$ cat src/rtl/sram_upload.sv
// sram_upload: streams a block of SRAM bytes to a host through a small
// prefetch FIFO. SRAM reads are only issued in cycles where the video side
// leaves the bus free (slot=1); the host pops bytes with rd&ce.
//
// Optional build macro: SRAM_UPLOAD_CHECKSUM_EN enables the running modulo-256
// checksum of popped bytes on csum; without it csum is tied to 8'h00.
//
// Ports:
//   clock, reset     sole clock, asynchronous active-low reset
//   upload           session level; rising edge samples start/length
//   start, length    first byte address, byte count
//   ce, rd           host read strobe qualified by clock enable
//   dout, ready      FIFO head byte, FIFO non-empty
//   done             all bytes of the session consumed
//   underrun         sticky, host read while FIFO empty
//   slot             SRAM bus free this cycle
//   sramRd, sramA    SRAM read request and address
//   sramD            SRAM read data, one clock after sramRd
//   busy             session active
//   csum             running checksum of popped bytes
//
// State table
//   state   | meaning
//   IDLE    | no session; waits for upload rising edge
//   FETCH   | issues an SRAM read when slot free and FIFO has room
//   CAPTURE | SRAM data valid; push it into the FIFO
//   DRAIN   | all bytes fetched; done once the host empties the FIFO

module sram_upload #(
  parameter int AW    = 16,
  parameter int DEPTH = 4
) (
  input  logic          clock,
  input  logic          reset,
  input  logic          upload,
  input  logic [AW-1:0] start,
  input  logic [AW:0]   length,
  input  logic          ce,
  input  logic          rd,
  output logic [7:0]    dout,
  output logic          ready,
  output logic          done,
  output logic          underrun,
  input  logic          slot,
  output logic          sramRd,
  output logic [AW-1:0] sramA,
  input  logic [7:0]    sramD,
  output logic          busy,
  output logic [7:0]    csum
);

  localparam int PW = $clog2(DEPTH);
  localparam int CW = PW + 1;
  localparam logic [CW-1:0] DEPTH_C = CW'(DEPTH);

  typedef enum logic [1:0] {IDLE, FETCH, CAPTURE, DRAIN} state_t;

  state_t          state, state_nx;
  logic            upload_q;
  logic            rise;
  logic [AW-1:0]   addr;
  logic [AW:0]     remaining;
  logic [7:0]      mem [DEPTH];
  logic [PW-1:0]   wr_ptr, rd_ptr;
  logic [CW-1:0]   count;
  logic [7:0]      last;
  logic            push, pop, flush;

  assign rise  = upload & ~upload_q;
  assign ready = (count != '0);
  assign pop   = rd & ce & ready;
  assign busy  = (state != IDLE);
  assign done  = (state == DRAIN) && (count == '0);
  assign sramA = addr;
  // Empty FIFO shows the most recently popped byte so dout never glitches
  // to stale storage contents.
  assign dout  = ready ? mem[rd_ptr] : last;

  always_ff @(posedge clock or negedge reset) begin
    if (!reset) begin
      state    <= IDLE;
      upload_q <= 1'b0;
    end else begin
      state    <= state_nx;
      upload_q <= upload;
    end
  end

  // Only one read is ever in flight and FETCH never overlaps CAPTURE, so the
  // room check in FETCH needs only the current count.
  always_comb begin
    state_nx = state;
    sramRd   = 1'b0;
    push     = 1'b0;
    flush    = 1'b0;
    case (state)
      IDLE: begin
        if (rise) state_nx = (length == '0) ? DRAIN : FETCH;
      end
      FETCH: begin
        if (!upload) begin
          state_nx = IDLE;
          flush    = 1'b1;
        end else if (slot && (remaining != '0) && (count < DEPTH_C)) begin
          sramRd   = 1'b1;
          state_nx = CAPTURE;
        end
      end
      CAPTURE: begin
        if (!upload) begin
          state_nx = IDLE;
          flush    = 1'b1;
        end else begin
          push     = 1'b1;
          state_nx = (remaining == (AW+1)'(1)) ? DRAIN : FETCH;
        end
      end
      DRAIN: begin
        if (!upload) begin
          state_nx = IDLE;
          flush    = 1'b1;
        end
      end
      default: state_nx = IDLE;
    endcase
  end

  always_ff @(posedge clock or negedge reset) begin
    if (!reset) begin
      addr      <= '0;
      remaining <= '0;
    end else if ((state == IDLE) && rise) begin
      addr      <= start;
      remaining <= length;
    end else if (push) begin
      addr      <= addr + 1'b1;
      remaining <= remaining - 1'b1;
    end
  end

  always_ff @(posedge clock) begin
    if (push) mem[wr_ptr] <= sramD;
  end

  always_ff @(posedge clock or negedge reset) begin
    if (!reset) begin
      wr_ptr <= '0;
      rd_ptr <= '0;
      count  <= '0;
      last   <= 8'h00;
    end else if (flush) begin
      wr_ptr <= '0;
      rd_ptr <= '0;
      count  <= '0;
    end else begin
      if (push) wr_ptr <= wr_ptr + 1'b1;
      if (pop) begin
        rd_ptr <= rd_ptr + 1'b1;
        last   <= mem[rd_ptr];
      end
      case ({push, pop})
        2'b10:   count <= count + 1'b1;
        2'b01:   count <= count - 1'b1;
        default: count <= count;
      endcase
    end
  end

  always_ff @(posedge clock or negedge reset) begin
    if (!reset)                underrun <= 1'b0;
    else if (rise)             underrun <= 1'b0;
    else if (rd && ce && !ready) underrun <= 1'b1;
  end

`ifdef SRAM_UPLOAD_CHECKSUM_EN
  logic [7:0] csum_r;

  always_ff @(posedge clock or negedge reset) begin
    if (!reset)    csum_r <= 8'h00;
    else if (rise) csum_r <= 8'h00;
    else if (pop)  csum_r <= csum_r + mem[rd_ptr];
  end

  assign csum = csum_r;
`else
  assign csum = 8'h00;
`endif

endmodule

$ cat config.mk
export PLATFORM = sky130hd
export DESIGN_NAME = sram_upload
export DESIGN_NICKNAME = d
export VERILOG_FILES = /design/src/rtl/sram_upload.sv
export SDC_FILE = /design/constraint.sdc
export NUM_CORES = 1
export LEC_CHECK = 0
export CAP_MARGIN = 20
export CORE_ASPECT_RATIO = 1.2
export CORE_MARGIN = 8
export CORE_UTILIZATION = 40
export DETAILED_ROUTE_END_ITERATION = 10
export MAX_ROUTING_LAYER = met4
export PLACE_DENSITY_LB_ADDON = 0.12
export RECOVER_POWER = 50
export SLEW_MARGIN = 10
export SYNTH_ARGS = -nofsm -noshare
export SYNTH_HDL_FRONTEND = slang
export SYNTH_SLANG_ARGS = --single-unit
$ cat constraint.sdc
create_clock -name clock -period 2.5 [get_ports clock]
set_clock_uncertainty 0.2 [all_clocks]
set_input_delay 0.5 -clock clock [delete_from_list [all_inputs] [get_ports clock]]
set_output_delay 0.5 -clock clock [all_outputs]
set_load 0.1 [all_outputs]
Yosys cells after proc, flatten, opt, wreduce, memory -nomap -nowiden
Memories as Yosys holds them, arrays and structs flattened.
Cells that the tools add are included.
- flip-flop bits (word level): 52
- memory bits (writable): 32
- bits of input ports: 47
- output and inout port bits: 37
- word-level logic and storage cells: 82
- memories kept: 1
- memories (memory ; depth ; bits a word ; rd ports ; clocked after Yosys merged registers in ; write ports ; line ; text):
    mem ; 4 ; 8 ; 1 ; 0 ; 1 ; 63 ; logic [7:0] mem [DEPTH];
- add/subtract/negate cells: 6
- magnitude comparators: 1
- equal/unequal tests: 9
- multiplexer cells: 30
- bitwise logic cells: 5
- reduce and logical (&&, ||, !) cells: 21
- operators with widths (kind ; count):
    $mux W17 ; 2
    $mux W16 ; 2
    $mux W2 ; 11
    $eq A17 B1 Y1 const B ; 1
    $logic_not A17 Y1 ; 1
    $reduce_bool A17 Y1 ; 1
    $sub A17 B1 Y17 const B ; 1
    $add A16 B1 Y16 const B ; 1
    $mux W1 ; 11
    $reduce_bool A2 Y1 ; 5
    $mux W8 ; 1
    $pmux W2 S4 ; 1
    $eq A2 B2 Y1 const B ; 3
    $logic_and A1 B1 Y1 ; 6
    $pmux W3 S2 ; 1
    $reduce_bool A3 Y1 ; 2
    $add A2 B1 Y2 const B ; 2
    $eq A2 B1 Y1 const B ; 2
    $ne A2 B2 Y1 const B ; 2
    $add A3 B1 Y3 const B ; 1
    $and A1 B1 Y1 ; 3
    $logic_not A3 Y1 ; 1
    $lt A3 B3 Y1 const B ; 1
    $mux W3 ; 1
    other kinds (8) ; 9

Depth between registers and ports, before layout
- word-level depth: 6
- gate-level depth with buffers: 9
- gate-level depth less buffers: 6

Least setup slack after synthesis
OpenSTA, ideal clock, no wires.
- path kind: reg-to-output
- start point: register count[2]
- end point: output done
- arrival time: 1.981 ns
- data required time: 1.800 ns
- slack: -0.181 ns
- stages on the path, launching flop included: 5
- path buffers: 2
- cell sequence: dfrtp_1 clkbuf_1 nor3_1 clkbuf_1 and3_1
- cells in the longest elaborated chain, start to end: 2
- RTL lines (what ; line ; text):
    from (decl) ; 65 ; logic [CW-1:0] count;
    from (signal assigned) ; 162 ; 2'b10: count <= count + 1'b1;
    from (signal assigned) ; 163 ; 2'b01: count <= count - 1'b1;
    from (signal assigned) ; 164 ; default: count <= count;
    $logic_not A3 Y1 ; 73 ; assign done = (state == DRAIN) && (count == '0);
    $logic_and A1 B1 Y1 ; 73 ;
    to (decl) ; 42 ; output logic done,
No other way between the ends.

Final worst setup path
- start point: register remaining[6]
- end point: output sramRd
- cells in the longest elaborated chain, start to end: 6
- RTL lines (what ; line ; text):
    from (decl) ; 62 ; logic [AW:0] remaining;
    from (signal assigned) ; 134 ; remaining <= length;
    from (signal assigned) ; 137 ; remaining <= remaining - 1'b1;
    $reduce_bool A17 Y1 ; 104 ; end else if (slot && (remaining != '0) && (count < DEPTH_C)) begin
    $logic_and A1 B1 Y1 (2 in series) ; 104 ;
    $mux W1 ; 104 ;
    $mux W1 ; 101 ; if (!upload) begin
    $mux W1 ; 96 ; case (state)
    to (decl) ; 45 ; output logic sramRd,
No other way between the ends.

==> results.rst <==
.. list-table::
   :header-rows: 1

   * - Metric
     - Value
   * - Part of the power in the clock network
     - 17.8%
   * - Horiz. Die Dim
     - 110 um
   * - Total number of placement rows
     - 41
   * - Setup WS post-layout
     - -203 ps
   * - Share of flip-flops with an asynchronous set or reset after synthesis
     - 61.9%
   * - Total Power Consumption
     - 6.85 mW
   * - Combinational fraction of design power
     - 53.4%
   * - Layout area overhead
     - 36.8%
   * - Clock tree from TritonCTS
     - done
   * - IO Pins
     - 84
   * - Internal Power
     - 3.72 mW
   * - Static Leak
     - 2.36 nW
   * - Number of routed nets with antenna violations
     - 0
   * - Buffer depth of the longest clock path
     - 2
   * - Seq pwr share
     - 28.8%
   * - Outcome
     - complete, but fails checks
   * - Violations in the final reports
     - setup timing
   * - Min-delay worst type
     - flop to flop
   * - Placed cell areas
     - 5510 um^2
   * - Clock sinks
     - 84
   * - Number of synthesized register bits
     - 84
   * - RSZ-0062 raised after global routing
     - yes
   * - Predominant post-synthesis flop cell
     - sky130_fd_sc_hd__dfrtp_1
   * - Delay contributed by the slowest stage of the critical path
     - 550 ps
   * - Fraction of layout cells with a size suffix above 1
     - 25.5%
   * - Sum of routed wire length over all layers
     - 11400 um
   * - Via count
     - 3461
   * - Category of the worst setup path launch point
     - flop
   * - Ratio of routed vias to standard cells
     - 5.62
   * - Vias in the first global route
     - 3702
   * - Headroom to the max-slew limit
     - 8.24%
   * - Starting density of the core
     - 40.8%
   * - Avg WL per Cell
     - 18.4 um
   * - Wire length of the first global-routing pass
     - 18800 um
   * - Design Area, Final
     - 5840 um^2
   * - Core region area
     - 10500 um^2
   * - Max-capacitance violation count
     - 0
   * - Overall routing resource usage
     - 17.4%
   * - Number of standard cells after synthesis
     - 370
   * - Min Clock Period, post-route
     - 2700 ps
   * - Number of enable-type register cells in the synthesized netlist
     - 32
   * - VDD IR-drop max
     - 724 uV
   * - Number of warnings issued by yosys
     - 0
   * - Top library cells by usage in the layout, fill and taps aside
     - 56 x sky130_fd_sc_hd__buf_4, 51 x sky130_fd_sc_hd__dfrtp_1, 36 x sky130_fd_sc_hd__clkdlybuf4s50_1
   * - CP Cell Sequence
     - or4_4, nor4_2, buf_4, a31oi_4, and2_4, buf_12
   * - Final max-slew violation count
     - 0
   * - Die Area
     - 14200 um^2
   * - Count of endpoints failing setup in the final report
     - 9
   * - Share of Yosys cell area claimed by the top area cell type
     - 30.5%
   * - Initial DRC count
     - 140
   * - Power per Cell Area
     - 1170 nW/um^2
   * - Max FO, Critical Path
     - 2
   * - Area of the mapped netlist
     - 4270 um^2
   * - Number of search-and-repair iterations in the first detailed-routing pass
     - 4
   * - RePlAce Congestion
     - 0.825
   * - Total gr overflow
     - 0
   * - Number of clock buffers inserted by TritonCTS
     - 9
   * - Category of the critical setup timing path
     - flop to output port
   * - Antenna violations before repair
     - 0
   * - Yosys top cell by area
     - sky130_fd_sc_hd__dfrtp_1
   * - Transition time at the pin with the least slew margin
     - 1380 ps
   * - Setup slack on the worst flop-to-flop path
     - 180 ps
   * - Seq/Total Area, Yosys
     - 53.0%
   * - Estimated wirelength of the detail-placed design
     - 8440 um
   * - Largest net degree at the start of global routing
     - 33
   * - Count of nets after finishing
     - 538
   * - Period Utilization, post-route
     - 108%
   * - DR DRC count
     - 0
   * - Commonest non-fill, non-tap cell in the layout
     - sky130_fd_sc_hd__buf_4
   * - Slowest cell on the critical path
     - sky130_fd_sc_hd__or4_4
   * - Post-synthesis average cell area
     - 11.5 um^2
   * - Kind of end point of the critical path
     - output port
   * - H-tree levels
     - 3
   * - Required arrival time at the worst endpoint
     - 1800 ps
   * - Biggest area contributors in the synthesized netlist
     - sky130_fd_sc_hd__dfrtp_1 30%, sky130_fd_sc_hd__edfxtp_1 23%, sky130_fd_sc_hd__mux2_2 4.2%, sky130_fd_sc_hd__mux4_2 4.2%, sky130_fd_sc_hd__nand2_1 2.8%
   * - IO Port Bufs
     - 75
   * - Worst-skew pair later-pin latency
     - 330 ps
   * - Die outline height
     - 129 um
   * - WP data arrival
     - 2000 ps
   * - Max Clock Freq
     - 370 MHz
   * - Switching portion of total power
     - 45.7%
   * - Final Hold Violating Endpoints
     - 0
   * - Net switching power
     - 3.13 mW
   * - Clock slew at reported path FFs
     - 60 ps
   * - Synth unique cells
     - 58
   * - Clock root buffer
     - sky130_fd_sc_hd__clkbuf_16
   * - Antenna diode instance count
     - 0
worst max-delay path, delay by kind of cell, from the launching register on:
family | cells | cell delay, ps
compound gates | 1 | 80
buf+inv | 2 | 330
flops | 1 | 400
simple gates | 3 | 870
power groups by stage:
| stage | Clock (mW) | Sequential [mW] | Combinational (mW) |
|---|---|---|---|
| global route | 1.31 | 2.02 | 3.83 |
| floorplan | 0 | 2.46 | 1.88 |
| detailed placement | 0 | 1.98 | 3.57 |
| finish | 1.22 | 1.97 | 3.66 |
| global placement | 0 | 1.97 | 3.54 |
| CTS | 1.25 | 1.97 | 3.70 |
cell families after synthesis:
group                    Yosys count  synth area share (%)
multiplexers                      27                  9.14
AND/OR/NAND/NOR                  119                  14.9
buffers and inverters             41                  4.48
AO/OA/AOI/OAI                     83                  14.4
flip-flops                        84                  53.0
XOR/XNOR                           6                  1.23
other                              1                0.0878
adder cells (fa/ha/maj)            9                  2.81
path summary, 6_finish.rpt:
path	from	cells past startpoint	endpoint
setup reg to reg	remaining[6]$_DFFE_PN0P_	6	remaining[12]$_DFFE_PN0P_
setup / recovery	remaining[6]$_DFFE_PN0P_	6	sramRd
hold reg to reg	underrun$_DFFE_PN0P_	2	underrun$_DFFE_PN0P_
hold / removal	underrun$_DFFE_PN0P_	2	underrun$_DFFE_PN0P_
min in group asynchronous	reset	2	last[1]$_DFFE_PN0P_
max in group asynchronous	reset	3	count[2]$_DFFE_PN0P_
flip-flops by register name (all words and copies together) (netlist names):
name / count
sramA: 16
wr_ptr: 2
underrun: 1
upload_q: 1
state: 2
mem: 32
remaining: 17
count: 3
rd_ptr: 2
last: 8
final cells by class:
cell class                      count  area (um^2)
Inverter                           11         41.3
Clock inverter                      6         37.5
Multi-Input combinational cell    252         1910
Timing Repair Buffer              124         1190
Tap cell                          129          161
Clock buffer                       10          229
Fill cell                         927         4620
Sequential cell                    84         2260
Yosys cell counts (8+ instances only):
cell type,instances
sky130_fd_sc_hd__buf_4,8
sky130_fd_sc_hd__clkbuf_1,14
sky130_fd_sc_hd__dfrtp_1,52
sky130_fd_sc_hd__edfxtp_1,32
sky130_fd_sc_hd__ha_1,8
sky130_fd_sc_hd__inv_1,11
sky130_fd_sc_hd__mux2_2,16
sky130_fd_sc_hd__mux4_2,8
sky130_fd_sc_hd__nand2_1,32
sky130_fd_sc_hd__nand3_1,15
sky130_fd_sc_hd__nor2_1,19
sky130_fd_sc_hd__o211ai_1,12
sky130_fd_sc_hd__o21ai_0,14
metal layers:
metal	part of all wire (%)	GRT usage (%)
met1	42	20.6
met2	52	28.8
met3	4.1	3.28
met4	2.0	5.97
met5	0	-
stage by stage:
step           hold WS, ps  util (%)  cells  TNS [ps]  setup slack (ps)
4_1_cts                313      56.0    615      -733              -222
6_report               306      55.8    616      -530              -203
3_5_place_dp           294      52.6    596      -516              -170
5_1_grt                331      55.8    616     -1260              -285
3_3_place_gp           282      52.6    596      -240              -144
2_1_floorplan         4.41         -    377         0              36.2
repair_timing:
action	CTS	global route
hold buffers	1	0
buffers inserted	2	1
pin swaps	1	0
resized for setup	15	0
setup endpoints to repair	9	9
endpoints found under the hold margin	21	0
(Power assumes the default switching activity.)
